--- src/rtl/estimador_func_vadd_sat3_pkg.sv ---
// rtl/estimador_func_vadd_sat3_pkg.sv - shared widths, saturation constants and FSM states
package estimador_func_vadd_sat3_pkg;

   localparam int W = 32;
   localparam int N = 3;

   // Q16.16 saturation limits for the default 32-bit element
   localparam logic [31:0] SAT_MAX = 32'h7FFF_FFFF;
   localparam logic [31:0] SAT_MIN = 32'h8000_0000;

   typedef enum logic [1:0] {
      S_IDLE  = 2'd0,
      S_RUN   = 2'd1,
      S_DRAIN = 2'd2,
      S_DONE  = 2'd3
   } state_t;

endpackage

--- src/rtl/estimador_func_addsat.sv ---
// rtl/estimador_func_addsat.sv - combinational widening adder and saturator
module estimador_func_addsat #(
   parameter int W = 32
) (
   input  logic [W-1:0] a,
   input  logic [W-1:0] b,
   output logic [W:0]   sum,
   input  logic [W:0]   sum_in,
   output logic [W-1:0] result,
   output logic         sat
);

   // Stage-1 half: sign-extended W+1-bit sum never overflows
   assign sum = {a[W-1], a} + {b[W-1], b};

   // Stage-2 half: the sum is out of range exactly when its two top bits disagree
   always_comb begin
      result = sum_in[W-1:0];
      sat    = 1'b0;
      if (sum_in[W] != sum_in[W-1]) begin
         sat    = 1'b1;
         result = sum_in[W] ? {1'b1, {(W-1){1'b0}}} : {1'b0, {(W-1){1'b1}}};
      end
   end

endmodule

--- src/rtl/estimador_func_vadd_sat3.sv ---
// rtl/estimador_func_vadd_sat3.sv - 3-element saturating vector add with ap_ctrl handshake
module estimador_func_vadd_sat3 #(
   parameter int W = 32,
   parameter int N = 3
) (
   input  logic         ap_clk,
   input  logic         ap_rst,
   input  logic         ap_start,
   output logic         ap_ready,
   output logic         ap_idle,
   output logic         ap_done,
   input  logic [W-1:0] a_0,
   input  logic [W-1:0] a_1,
   input  logic [W-1:0] a_2,
   input  logic [W-1:0] b_0,
   input  logic [W-1:0] b_1,
   input  logic [W-1:0] b_2,
   output logic [W-1:0] x_0,
   output logic [W-1:0] x_1,
   output logic [W-1:0] x_2,
   output logic         x_0_ap_vld,
   output logic         x_1_ap_vld,
   output logic         x_2_ap_vld,
   output logic         sat_flag
);

   import estimador_func_vadd_sat3_pkg::*;

   localparam int IW = (N > 1) ? $clog2(N) : 1;

   state_t          state, state_next;
   logic [IW-1:0]   i;
   logic [IW-1:0]   idx_q;
   logic            pv;
   logic            sticky;
   logic [W:0]      sum_q;
   logic [W-1:0]    a_q [N];
   logic [W-1:0]    b_q [N];
   logic [W-1:0]    x_q [N];
   logic [W:0]      sum;
   logic [W-1:0]    sat_res;
   logic            sat_hit;
   logic            accept;

   assign accept = (state == S_IDLE) && ap_start;

   estimador_func_addsat #(.W(W)) u_addsat (
      .a      (a_q[i]),
      .b      (b_q[i]),
      .sum    (sum),
      .sum_in (sum_q),
      .result (sat_res),
      .sat    (sat_hit)
   );

   // State register
   always_ff @(posedge ap_clk or posedge ap_rst) begin
      if (ap_rst) state <= S_IDLE;
      else        state <= state_next;
   end

   // Next-state: IDLE -> RUN for N cycles -> DRAIN -> DONE -> IDLE
   always_comb begin
      state_next = state;
      case (state)
         S_IDLE:  if (ap_start) state_next = S_RUN;
         S_RUN:   if (i == IW'(N-1)) state_next = S_DRAIN;
         S_DRAIN: state_next = S_DONE;
         S_DONE:  state_next = S_IDLE;
         default: state_next = S_IDLE;
      endcase
   end

   // Capture, stage-1 sum, stage-2 saturate/write and sticky saturation
   always_ff @(posedge ap_clk or posedge ap_rst) begin
      if (ap_rst) begin
         i      <= '0;
         idx_q  <= '0;
         pv     <= 1'b0;
         sticky <= 1'b0;
         sum_q  <= '0;
         for (int k = 0; k < N; k++) begin
            a_q[k] <= '0;
            b_q[k] <= '0;
            x_q[k] <= '0;
         end
      end else begin
         pv <= (state == S_RUN);
         if (accept) begin
            a_q[0] <= a_0;
            a_q[1] <= a_1;
            a_q[2] <= a_2;
            b_q[0] <= b_0;
            b_q[1] <= b_1;
            b_q[2] <= b_2;
            i      <= '0;
            sticky <= 1'b0;
         end
         if (state == S_RUN) begin
            sum_q <= sum;
            idx_q <= i;
            i     <= i + IW'(1);
         end
         if (pv) begin
            x_q[idx_q] <= sat_res;
            if (sat_hit) sticky <= 1'b1;
         end
      end
   end

   // Handshake outputs; ready is gated by reset since it follows ap_start directly
   always_comb begin
      ap_ready   = accept && !ap_rst;
      ap_idle    = (state == S_IDLE);
      ap_done    = (state == S_DONE);
      x_0_ap_vld = ap_done;
      x_1_ap_vld = ap_done;
      x_2_ap_vld = ap_done;
      sat_flag   = ap_done && sticky;
   end

   assign x_0 = x_q[0];
   assign x_1 = x_q[1];
   assign x_2 = x_q[2];

endmodule
--- config.mk ---
export PLATFORM = sky130hd
export DESIGN_NAME = estimador_func_vadd_sat3
export DESIGN_NICKNAME = d
export VERILOG_FILES = /design/src/rtl/estimador_func_vadd_sat3_pkg.sv /design/src/rtl/estimador_func_addsat.sv /design/src/rtl/estimador_func_vadd_sat3.sv
export SDC_FILE = /design/constraint.sdc
export NUM_CORES = 1
export LEC_CHECK = 0
export CAP_MARGIN = 5
export CORE_ASPECT_RATIO = 0.6
export CORE_MARGIN = 2
export CORE_UTILIZATION = 45
export CTS_BUF_LIST = sky130_fd_sc_hd__clkbuf_4 sky130_fd_sc_hd__clkbuf_8
export DETAILED_ROUTE_END_ITERATION = 10
export DONT_BUFFER_PORTS = 1
export HOLD_SLACK_MARGIN = 0.03
export PLACE_DENSITY_LB_ADDON = 0.05
export SYNTH_ARGS = -nofsm -noshare
export SYNTH_HDL_FRONTEND = slang
export SYNTH_HIERARCHICAL = 1
export SYNTH_SLANG_ARGS = --single-unit
--- constraint.sdc ---
create_clock -name ap_clk -period 36.3 [get_ports ap_clk]
set_input_delay 7.26 -clock ap_clk [delete_from_list [all_inputs] [get_ports ap_clk]]
set_output_delay 7.26 -clock ap_clk [all_outputs]
set_load 0.05 [all_outputs]
; ---- Word level (Yosys, flattened, before mapping)
; Cells that the tools add are included.
[totals]
ff_bits = 329
out_inout_bits = 103
[classes]
n_mux = 20
eq_ne = 7
order_cmp = 3
add_sub_neg = 2
reduce_logical = 8
bitwise_logic = 2
[ops]
columns = cell, n
row1 = $mux 32, 7
row2 = $bmux 32 s2, 2
row3 = $bwmux 96, 1
row4 = $demux 32 s2, 1
row5 = $add 32x32->33, 1
row6 = $mux 2, 4
row7 = $pmux 2 s4, 1
row8 = $eq 2x2->1 const B, 3
row9 = $ge 3x3->1 const B, 2
row10 = $not 2->3, 2
row11 = $logic_and 1x1->1, 4
row12 = $mux 1, 4
row13 = $ne 2x2->1 const B, 2
row14 = $lt 3x1->1 const B, 1
row15 = $add 2x1->2 const B, 1
row16 = $eq 2x1->1 const B, 1
row17 = $logic_not 2->1, 1
row18 = $reduce_and 2->1, 1
row19 = $reduce_bool 2->1, 1
row20 = $logic_not 1->1, 1
row21 = $ne 1x1->1, 1

; ---- Longest topological paths before layout
; Gate-level depths: netlist of run 1.
[depth]
word_depth = 6
ltp_mapped = 16

; ---- Modules after synthesis
; Netlist of run 1, hierarchy kept.
[modules_own_cells]
columns = module, area_each_um2, seq_area_each_um2, instances, cells_per_inst
row1 = estimador_func_vadd_sat3, 13706.9, 8232.9, 1, 931
row2 = estimador_func_addsat, 2125.8, 0.0, 1, 301

; ---- Worst setup path before layout of run 1
; Ideal clock, no wire load.
[synth_path]
path_kind = input port to output port
startpoint = input ap_start
endpoint = output ap_ready
stages = 4
n_path_buf = 2
t_arrival_ns = 8.399
slack_ns = 20.641
cell_sequence = nand2_1 buf_2 buf_4 nor2_1
[synth_between]
elab_chain_cells = 2
[synth_lines]
columns = item, line_no
row1 = from (decl), estimador_func_vadd_sat3.sv:8  ; input logic ap_start,
row2 = $logic_and 1x1->1, estimador_func_vadd_sat3.sv:45  ; assign accept = (state == S_IDLE) && ap_start;
row3 = $logic_and 1x1->1, estimador_func_vadd_sat3.sv:113  ; ap_ready = accept && !ap_rst;
row4 = to (decl), estimador_func_vadd_sat3.sv:9  ; output logic ap_ready,
; Every way passes these cells.

; ---- Worst setup path after layout of run 1
; Ends and elaborated chain as after synthesis.

==> metrics.csv, run 1 <==
stage,metric,value,unit
global_routing,track_usage,0.205,
logic_synthesis,synthTopCellsByArea,"dfrtp_1 (52%), mux2_2 (22%), mux2i_1 (4.1%)",
clock_tree,cts_resized,0,
floorplanning,io_pins,298,
timing,min_period,15.72,ns
logic_synthesis,yosysTopAreaCell,dfrtp_1,
setup_path,path_class,primary input to output pin,
detailed_routing,drc,0,
timing,finClkSkew,0.0141,ns
setup_path,crit_chain,nand2_4 -> nor2_1,
timing,max_slew_margin,0.239,
setup_path,critPathMaxStageDelay,0.85,ns
logic_synthesis,synth-warning-count,6,
placed_design,portBuffers,0,
job,max_cap_viol_count,0,
setup_path,cp.depth,2,
floorplanning,start_util,0.455,
detailed_routing,via_per_inst,5.47,
setup_path,crit_path_start,ap_start,
setup_path,worst_setup_path_end_kind,output pin,
clock_tree,cts_sinks,329,
setup_path,reg2reg_depth,13,
clock_tree,htree_num_levels,2,
timing,maxSlewViolCount,0,
logic_synthesis,synth_simple_gate_area_share,0.0435,
clock_tree,cts_inserted_buffers,51,
hold_path,hp-class,register to register,
global_routing,grt_max_degree,133,
logic_synthesis,synth_top_cell_area_share,0.520,
logic_synthesis,synth-xor-area-share,0.0166,
clock_tree,clk_pin_slew,0.06,ns
detailed_routing,dr.pass1.iters,5,
global_routing,overflow,0,
floorplanning,fp-row-count,53,
logic_synthesis,synthTopCellsByCount,"dfrtp_1 (329), mux2_2 (316), nand2_1 (88)",
timing,setup_tns,0,ns
timing,tightest_slew,1.14,ns
placed_design,dpl.cell_count,1631,
logic_synthesis,ys_seq_elements,329,
timing,rsz0062_at_grt,false,
setup_path,cp_data_required_time,29.04,ns
global_routing,grt_pass1_wl,58200,um
setup_path,critPathMaxFanout,52,
setup_path,slowest_stage,nor2_1,
setup_path,r2r_slack,31.62,ns
setup_path,crit_family,simple AND/OR/NAND/NOR gates,
detailed_routing,postRouteAntennaNets,0,
setup_path,crit_arrival,8.46,ns
detailed_routing,vias,9430,
placed_design,place.gp.congestion,0.785,
logic_synthesis,synth-compound-area-share,0.0797,
global_routing,grt_pass1_vias,9845,
setup_path,timing.rr.end,sum_q[26],
logic_synthesis,synthMostInstantiatedCell,dfrtp_1,
floorplanning,dieHeight,149,um
logic_synthesis,synth_adder_area_share,0.0329,
timing,min_period_over_period,0.433,
floorplanning,die_area,0.0367,mm^2
setup_path,r2r-start,i[1],
logic_synthesis,synth_enable_flop_cells,0,
logic_synthesis,synthMuxAreaShare,0.272,
setup_path,crit_path_start_kind,primary input,
timing,max_freq,63.6,MHz
logic_synthesis,ys_seq_area_frac,0.520,
clock_tree,cts_setup_buffers,0,
layout,area_growth,8.16,%
setup_path,critical_path.endpoint,ap_ready,
timing,final_hold_viol_count,0,
clock_tree,cts_buffer_depth,3,
logic_synthesis,synthFlopType,dfrtp_1,
timing,setup_violations,0,
layout,final_nets,1453,
logic_synthesis,ys_types,52,
logic_synthesis,synth_nets,1468,
clock_tree,clkLatencyLatePin,0.58,ns
logic_synthesis,synthesis.area,0.0158,mm^2
logic_synthesis,synth_top_family_by_area,multiplexers,
setup_path,crit_buf_inv,0,
layout,final_cells,1725,
hold_path,min_path_cells,1,
clock_tree,cts-root-buf,clkbuf_8,
placed_design,dp_hpwl,26300,um
clock_tree,cts_hold_buffers,0,
detailed_routing,first_iter_violations,615,
clock_tree,cts_tree,done,
logic_synthesis,avgSynthCellArea,12.9,um^2
floorplanning,coreArea,0.0348,mm^2
floorplanning,fp.dieW,246,um
detailed_routing,drt_wl_total,37600,um
run_status,status,completed,
logic_synthesis,synthArstFlopShare,1.00,
logic_synthesis,syn_inst,1232,
layout,drive_gt1_frac,0.351,
detailed_routing,wl_per_cell,21.8,um
global_routing,antenna_found_initial,11,
-- placed cells by master (no fill, tap or decap), drive strengths merged, types with 3 or more instances in the layout --
cell type and n:
ha 40, nor2b 4, a31o 5, nand3 8
diode 5, nor2 25, o21bai 3, nand4 6
inv 15, nand2 88, o22ai 3, clkbuf 85
mux2i 65, and3 5, a21oi 28, o211ai 3
xnor2 17, a31oi 6, mux2 324, o21ai 82
dfrtp 329, xor2 13, buf 12, a21o 52
-- cell families (layout without fill, tap and decap cells) --
group,count (synthesis),after routing
AOI/OAI and AO/OA,197,197
xor gates and xnor gates,30,30
adders and majority gates,41,41
buffers and inverters,94,115
DFF,329,329
muxes,389,389
other,0,5
and+or+nand+nor,152,152
-- sequential cells by signal, summed over array words and instances, names as in the netlist, 2 cells and up --
name and count:
x_1 32, state 2, x_0 32, sum_q 33
a_q 96, idx_q 2, b_q 96, x_2 32
i 2
-- metrics by stage --
| step | hold slack, ns | setup slack [ns] | cell area, um^2 | utilization |
|---|---|---|---|---|
| 2_1_floorplan | 0.458 | 19.93 | 15800 | - |
| 3_3_place_gp | 0.486 | 20.54 | 16000 | 0.460 |
| 3_5_place_dp | 0.492 | 20.55 | 16000 | 0.460 |
| 4_1_cts | 0.506 | 20.55 | 17100 | 0.492 |
| 5_1_grt | 0.510 | 20.47 | 17100 | 0.492 |
| 6_report | 0.503 | 20.58 | 17100 | 0.492 |
-- routing by layer --
metal,wire length (um),global-route usage
met4,694,0.0509
met5,71,0
met2,17300,0.318
met1,17400,0.285
met3,2210,0.0540
-- area by class of cell --
cell class,count,area [um^2]
diodes,5,12.5
clock buffers,85,1030
clock inverters,4,51.3
fillers,3077,17700
inverters,14,60.1
multi-input cells,809,7060
flip-flops and latches,329,8240
well taps,467,584
repair buffers,12,90.1
-- worst min-delay path by stage --
stage | startpoint | endpoint | slack [ns]
after floorplan | sticky | sticky | 0.46
after CTS | a_q[94] | a_q[94] | 0.51
after detailed placement | a_q[65] | a_q[65] | 0.49
final | a_q[94] | a_q[94] | 0.50
after global routing | a_q[80] | a_q[80] | 0.51
after global placement | b_q[36] | b_q[36] | 0.49
Power of run 1 is not shown: default switching activity piles up to over one toggle a cycle in this logic, so the estimate is an artifact.
==> run 2, diff against run 1 <==
==> constraint.sdc (replaced) <==
create_clock -name ap_clk -period 16.2 [get_ports ap_clk]
set_input_delay 3.24 -clock ap_clk [delete_from_list [all_inputs] [get_ports ap_clk]]
set_output_delay 3.24 -clock ap_clk [all_outputs]
set_load 0.05 [all_outputs]
==> run 2 against run 1 <==
Net effect:
- worst hold slack got worse by 0.0017 ns
- sequential share of layout area up 0.053 points
- utilization is 0.054 points lower
- critical endpoint unchanged
==> metrics.csv, run 2 (synthesized netlist as in run 1, its figures left out) <==
stage,metric,value,unit,change
detailed_routing,postRouteAntennaNets,0,,unchanged
detailed_routing,first_iter_violations,480,,-22%
clock_tree,clk_pin_slew,0.06,ns,about the same
floorplanning,fp-row-count,53,,unchanged
floorplanning,io_pins,298,,unchanged
timing,rsz0062_at_grt,false,,
layout,layout_commonest_cell,dfrtp_1,,
setup_path,worst_setup_path_end_kind,output pin,,
layout,final_nets,1453,,unchanged
setup_path,crit_arrival,4.21,ns,-4.25 ns
timing,setup_violations,0,,unchanged
setup_path,cp_data_required_time,12.96,ns,-16.08 ns
layout,regArea,0.00824,mm^2,unchanged
layout,area_growth,8.04,%,
detailed_routing,drc,0,,unchanged
placed_design,portBuffers,0,,unchanged
setup_path,crit_path_start_kind,primary input,,
layout,drive_gt1_frac,0.351,,unchanged
timing,min_period_over_period,0.460,,
detailed_routing,dr.pass1.iters,5,,unchanged
timing,finClkSkew,0.0313,ns,+0.0172 ns
setup_path,critPathMaxFanout,24,,-54%
floorplanning,start_util,0.455,,unchanged
global_routing,track_usage,0.208,,+0.00301
clock_tree,cts-root-buf,clkbuf_8,,
detailed_routing,wl_per_cell,22.0,um,+1.0%
layout,largestRegisters,"a_q x96, b_q x96, sum_q x33",,
global_routing,grt_pass1_vias,9892,,+0.48%
setup_path,path_class,primary input to output pin,,
global_routing,overflow,0,,unchanged
placed_design,placed_area,0.0160,mm^2,about the same
clock_tree,cts_buffer_depth,3,,unchanged
layout,n_fill_cell,3104,,+0.88%
setup_path,critPathMaxStageDelay,0.78,ns,-0.07 ns
global_routing,grt_max_degree,113,,-15%
timing,final_hold_viol_count,0,,unchanged
detailed_routing,drt_wl_total,38000,um,+0.97%
timing,setup_tns,0,ns,unchanged
detailed_routing,via_per_inst,5.49,,+0.46%
timing,maxSlewViolCount,0,,unchanged
placed_design,dp_hpwl,26600,um,+1.2%
layout,fin_area,0.0171,mm^2,-0.11%
global_routing,antenna_found_initial,7,,-4
setup_path,slowest_stage,nor2_1,,
setup_path,crit_chain,nand2_4 -> nor2_1,,
layout,multi_input_area,0.00706,mm^2,unchanged
clock_tree,cts_sinks,329,,unchanged
layout,final_cell_mix,"dfrtp_1 (327), mux2_2 (316), nand2_1 (87)",,
setup_path,crit_buf_inv,0,,unchanged
job,max_cap_viol_count,0,,unchanged
global_routing,grt_pass1_wl,58800,um,+1.0%
floorplanning,dieHeight,149,um,unchanged
clock_tree,cts_hold_buffers,0,,unchanged
detailed_routing,vias,9468,,+0.40%
placed_design,place.gp.congestion,0.799,,+1.8%
run_status,status,completed,,
clock_tree,cts_setup_buffers,0,,unchanged
hold_path,hp-class,register to register,,
timing,max_freq,134,MHz,
timing,tightest_slew,1.04,ns,-0.103 ns
setup_path,crit_family,simple AND/OR/NAND/NOR gates,,
clock_tree,clkLatencyLatePin,0.60,ns,+0.02 ns
floorplanning,die_area,0.0367,mm^2,unchanged
timing,min_period,7.45,ns,
floorplanning,coreArea,0.0348,mm^2,unchanged
clock_tree,cts_resized,0,,unchanged
clock_tree,cts_tree,done,,
clock_tree,cts_inserted_buffers,49,,-3.9%
timing,max_slew_margin,0.304,,+0.0652
clock_tree,htree_num_levels,2,,unchanged
floorplanning,fp.dieW,246,um,unchanged
==> run 2: changes by cell type in the layout (fill, tap and decap cells not counted), sizes merged <==
cell and change:
clkinvlp -1, inv +1, buf +2, clkinv +3
diode -1, clkbuf -5
==> run 2: layout make-up <==
type	instances	area share
Sequential cell	329	0.482
Inverter	14	0.00351
Multi-Input combinational cell	809	0.412
Clock inverter	7	0.00410
Timing Repair Buffer	14	0.00614
Antenna cell	4	0.000585
Tap cell	467	0.0342
Clock buffer	80	0.0574
==> run 2: per-layer routing <==
layer / wire [um] / track usage
met5: 34 / 0
met4: 699 / 0.0530
met2: 17800 / 0.330
met3: 2180 / 0.0513
met1: 17300 / 0.285
==> run 2: worst paths after layout <==
check	startpoint	endpoint	slack (ns)	depth (start not counted)
max	ap_start	ap_ready	8.75	2
min	b_q[86]	b_q[86]	0.50	1
max reg2reg	i[1]	sum_q[31]	11.35	13
min reg2reg	b_q[86]	b_q[86]	0.50	1
max in group asynchronous	ap_rst	b_q[37]	11.11	3
min in group asynchronous	ap_rst	x_0[23]	2.62	1
==> run 2: through the flow <==
step | std cells | setup WS (ns) | hold WS, ns | utilization
final | 1724 | 8.75 | 0.502 | 0.491
after global routing | 1722 | 8.69 | 0.513 | 0.491
after CTS | 1720 | 8.75 | 0.506 | 0.491
after detailed placement | 1633 | 8.75 | 0.492 | 0.461
after global placement | 1633 | 8.74 | 0.486 | 0.461
after floorplan | 1232 | 3.85 | 0.458 | -
Power of run 2 is left out for the same reason.
